`src/rtl/control_sequencer.sv`:
```
// Fetch/decode/execute control unit for the 8-bit CPU: owns IR, T-state counter and
// fetch address, and decodes them into one-hot bus/register strobes.
module control_sequencer #(
  parameter int unsigned T_MAX       = 5,
  parameter bit          HALT_ON_END = 1'b1
) (
  input  logic       clk,
  input  logic       reset,
  input  logic       run,
  input  logic [7:0] bus_in,
  input  logic [3:0] pc_a,
  input  logic       cf,
  input  logic       zf,
  output logic       pcen,
  output logic       pc_load,
  output logic [3:0] pc_in,
  output logic       pc_oe,
  output logic       mar_load,
  output logic       ram_oe,
  output logic       ram_we,
  output logic       ir_oe,
  output logic       ir_load,
  output logic       a_load,
  output logic       a_oe,
  output logic       b_load,
  output logic       alu_oe,
  output logic       alu_sub,
  output logic       flags_load,
  output logic       out_load,
  output logic       halted,
  output logic [2:0] t_state,
  output logic [3:0] opcode
);

  localparam int unsigned TW  = 3;
  localparam int unsigned IRW = 8;
  localparam int unsigned AW  = 4;

  logic [TW-1:0]  t,  t_nxt;
  logic [IRW-1:0] ir, ir_nxt;
  logic [AW-1:0]  fa, fa_nxt;
  logic           halted_nxt;
  logic           active_c;
  logic           end_c;
  logic           hlt_c;
  logic [3:0]     op;

  assign op       = ir[7:4];
  assign active_c = reset && run && !halted;
  assign pc_in    = ir[3:0];
  assign t_state  = t;
  assign opcode   = op;

  // State register; reset is folded into the next-state logic (synchronous)
  always_ff @(posedge clk) begin
    t      <= t_nxt;
    ir     <= ir_nxt;
    fa     <= fa_nxt;
    halted <= halted_nxt;
  end

  // Strobe decode and next-state
  always_comb begin
    pcen       = 1'b0;
    pc_load    = 1'b0;
    pc_oe      = 1'b0;
    mar_load   = 1'b0;
    ram_oe     = 1'b0;
    ram_we     = 1'b0;
    ir_oe      = 1'b0;
    ir_load    = 1'b0;
    a_load     = 1'b0;
    a_oe       = 1'b0;
    b_load     = 1'b0;
    alu_oe     = 1'b0;
    alu_sub    = 1'b0;
    flags_load = 1'b0;
    out_load   = 1'b0;
    end_c      = 1'b0;
    hlt_c      = 1'b0;
    t_nxt      = t;
    ir_nxt     = ir;
    fa_nxt     = fa;
    halted_nxt = halted;

    if (active_c) begin
      if (t == TW'(0)) begin
        pc_oe    = 1'b1;
        mar_load = 1'b1;
      end else if (t == TW'(1)) begin
        ram_oe  = 1'b1;
        ir_load = 1'b1;
        pcen    = 1'b1;
      end else begin
        case (op)
          4'h1: begin
            if (t == TW'(2)) begin
              ir_oe = 1'b1; mar_load = 1'b1;
            end else begin
              ram_oe = 1'b1; a_load = 1'b1; end_c = 1'b1;
            end
          end
          4'h2, 4'h3: begin
            if (t == TW'(2)) begin
              ir_oe = 1'b1; mar_load = 1'b1;
            end else if (t == TW'(3)) begin
              ram_oe = 1'b1; b_load = 1'b1;
            end else begin
              alu_oe = 1'b1; a_load = 1'b1; flags_load = 1'b1;
              alu_sub = (op == 4'h3);
              end_c = 1'b1;
            end
          end
          4'h4: begin
            if (t == TW'(2)) begin
              ir_oe = 1'b1; mar_load = 1'b1;
            end else begin
              a_oe = 1'b1; ram_we = 1'b1; end_c = 1'b1;
            end
          end
          4'h5: begin
            ir_oe = 1'b1; a_load = 1'b1; end_c = 1'b1;
          end
          4'h6: begin
            pc_load = 1'b1; end_c = 1'b1;
          end
          4'h7: begin
            pc_load = cf; end_c = 1'b1;
          end
          4'h8: begin
            pc_load = zf; end_c = 1'b1;
          end
          4'hE: begin
            a_oe = 1'b1; out_load = 1'b1; end_c = 1'b1;
          end
          4'hF: hlt_c = 1'b1;
          default: end_c = 1'b1;
        endcase
        if (t >= TW'(T_MAX)) end_c = 1'b1;
      end

      if (t == TW'(0)) fa_nxt = pc_a;
      if (t == TW'(1)) ir_nxt = bus_in;
      // HLT freezes T in place; otherwise advance or wrap to T0
      if (hlt_c) begin
        halted_nxt = 1'b1;
      end else if (end_c) begin
        t_nxt = '0;
        if (HALT_ON_END && (fa == AW'(15)) && !pc_load) halted_nxt = 1'b1;
      end else begin
        t_nxt = TW'(t + TW'(1));
      end
    end

    if (!reset) begin
      t_nxt      = '0;
      ir_nxt     = '0;
      fa_nxt     = '0;
      halted_nxt = 1'b0;
    end
  end

endmodule

```
`config.mk`:
```
export PLATFORM = sky130hd
export DESIGN_NAME = control_sequencer
export DESIGN_NICKNAME = d
export VERILOG_FILES = /design/src/rtl/control_sequencer.sv
export SDC_FILE = /design/constraint.sdc
export NUM_CORES = 1
export LEC_CHECK = 0
export ABC_CLOCK_PERIOD_IN_PS = 2200
export CORE_AREA = 2 2 57 59
export DETAILED_ROUTE_END_ITERATION = 8
export DIE_AREA = 0 0 59 61
export GPL_ROUTABILITY_DRIVEN = 0
export HOLD_SLACK_MARGIN = 0.05
export PLACE_DENSITY = 0.78
export SETUP_SLACK_MARGIN = 0.3
export SYNTH_ARGS = -nofsm -noshare
export SYNTH_HDL_FRONTEND = slang
export SYNTH_SLANG_ARGS = --single-unit
```
`constraint.sdc`:
```
create_clock -name clk -period 2.2 [get_ports clk]
set_input_delay 0.44 -clock clk [delete_from_list [all_inputs] [get_ports clk]]
set_output_delay 0.44 -clock clk [all_outputs]
set_load 0.1 [all_outputs]
```
==> qor.yml <==
io_pins: 44
synth-edff-count: 0
fin_skew_ps: 6.23
synth_cells: 142
slew_headroom_pct: 71.9
p_total_mw: 0.772
drc: 0
end_kind: "output pin"
cp-endpoint: "alu_sub"
drt_iter0_drc: 79
grt_max_degree: 16
antenna_cells: 0
critPathArrivalTime_ps: 2040
cts.path.max_buffers: 2
period_share_pct: 113
grtUsageTotal_pct: 21.8
hold_buffers: 0
hold_viol: 0
status: "finished with violations"
synth.avg_cell_area_um2: 7.93
syn-num-nets: 164
tritoncts: "done"
fp.dieArea_mm2: 0.00360
clkLatencyLatePin_ps: 280
vias: 1420
ys.flop_type: "dfxtp_1"
clk_pin_slew_ps: 80
antenna_left: 0
yosys.cell_types.count: 43
ir_drop_uv: 390
syn_area_mm2: 0.00113
max_cap_violations: 0
grt_pass1_vias: 1291
setup_viol: 14
dp_hpwl_um: 2550
cts_sinks: 16
yosysTopAreaCell: "dfxtp_1"
regArea_um2: 350
violations: "setup timing"
area_growth_pct: 107
num_rows: 20
post-route-util_pct: 78.9
ys_ff_latch: 16
fin_nets: 239
antenna_found_initial: 0
r2r_setup_slack_ps: 250
critPathLaunch: "t_state[1]"
fin_ws_ps: -275
r2r_start: "t_state[1]"
finalCriticalPeriod_ps: 2480
drive_above_1_share_pct: 52.8
reg2reg_to: "t_state[2]"
synth.area.top_cells: "dfxtp_1, ha_1, a21boi_0, nor2b_1, o21ai_0"
synthTopCellsByCount: "dfxtp_1, nand2_1, o21ai_0"
rsz0062_at_grt: "true"
timing.hold.ws_ps: 490
reg2reg_depth: 10
htreeDepth: 1
synth-async-reset-ratio_pct: 0
hold_class: "flip-flop to flip-flop"
routed_via_density: 5.70
multi_input_area_mm2: 0.00101
drtPass1Iterations: 4
grt-ovfl-total: 0
fmax_mhz: 404
wl_um: 4260
crit_required_ps: 1760
cts_root_buffer: "clkbuf_4"
port_buffers: 43
cts-buffers-inserted: 3
start_kind: "flip-flop"
grt_first_pass_wirelength_um: 5890
setup.worst_path.class: "flip-flop to output pin"
die_h_um: 61
synth_top_area_share_pct: 28.4
start_util_pct: 38.1
final_cells: 249
synth.most_common_cell: "dfxtp_1"
placed_cells: 222
crit_fanout: 4
yosysSeqAreaShare_pct: 28.4
wl_per_cell_um: 17.1
final_max_slew_viol_count: 0
cellLeakagePower_nw: 0.890
fill_cells: 183
yosys_warnings: 0
core_area_mm2: 0.00295
tightest_slew_ps: 421
fp.dieW_um: 59
powerDensity_mw_per_mm2: 331
tns_ps: -2330
per-layer routing:
metal	track usage, %	part of all wire, %	routed length, um	vias up
li1	-	-	-	663
met5	0	0	0	-
met2	40.5	52	2200	63
met3	2.13	3.8	162	14
met1	24.9	40	1720	680
met4	11.0	4.3	181	0
worst min-delay path by stage:
stage	end	cells past startpoint	startpoint
6_report	fa[2]	2	fa[2]
5_1_grt	fa[2]	2	fa[2]
4_1_cts	fa[2]	2	fa[2]
3_5_place_dp	fa[2]	2	fa[2]
3_3_place_gp	fa[2]	2	fa[2]
2_1_floorplan	fa[3]	2	fa[3]
power by group:
group / internal [mW] / switching, mW / leakage [nW]
Clock: 0.0658 / 0.0853 / 0.0154
Combinational: 0.148 / 0.168 / 0.739
Sequential: 0.291 / 0.0141 / 0.136
sequential cells by signal, summed over array words and instances, names as in the netlist:
| register | count |
|---|---|
| ir | 8 |
| fa | 4 |
| t_state | 3 |
| halted | 1 |
metrics by stage:
step           cell area (um^2)  setup slack (ps)
4_1_cts                    2150              -309
3_3_place_gp               1950              -367
5_1_grt                    2330              -338
6_report                   2330              -275
2_1_floorplan              1350              -768
3_5_place_dp               1950              -416
cells by family (layout without fill, tap and decap cells):
| group | after synthesis | in the layout | synth area share (%) |
|---|---|---|---|
| compound gates | 44 | 44 | 27.2 |
| buf+inv | 15 | 89 | 5.78 |
| xor+xnor | 1 | 1 | 0.778 |
| flops | 16 | 16 | 28.4 |
| mux | 4 | 4 | 3.56 |
| fa+ha+maj | 5 | 5 | 5.56 |
| simple gates | 57 | 57 | 28.7 |
what timing repair did:
item,4_1_cts,5_1_grt
pin swaps,13,16
resized for setup,25,19
setup endpoints to repair,23,17
setup buffers,10,12
gates cloned,1,0
area by class of cell:
type | count | share of cell area (%)
Multi-Input combinational cell | 111 | 43.3
Inverter | 6 | 1.18
Timing Repair Buffer | 79 | 37.6
Clock buffer | 3 | 0.966
Clock inverter | 1 | 0.161
Tap cell | 33 | 1.77
Sequential cell | 16 | 15.0
worst max-delay path, stage by stage, from the launching register on:
cell	delay, ps
dfxtp_4	380
inv_4	60
ha_4	170
o21bai_4	170
nand2_4	60
or4_4	470
nor3b_4	250
buf_12	200
layout by cell type (no fill, tap or decap), types with 2 or more instances in the layout:
cell,netlist,final
a31oi_1,4,4
a21boi_0,8,8
buf_12,0,15
nor2b_1,9,6
o31ai_1,3,3
buf_6,0,13
nand2_4,1,2
buf_4,2,33
nor2_1,8,4
clkbuf_4,0,3
inv_4,0,2
nor2b_4,0,3
mux2i_1,4,4
a21oi_4,0,2
nand2b_1,4,2
o21ai_0,11,10
clkdlybuf4s50_1,0,14
inv_1,6,4
ha_4,0,5
nor2_2,1,2
nor2_4,0,3
nand2_1,14,13
nor3_4,0,4
dfxtp_1,16,8
nor3_1,7,2
dfxtp_4,0,8
a21oi_1,6,4
Note: power is estimated with default switching activity, not from simulation.
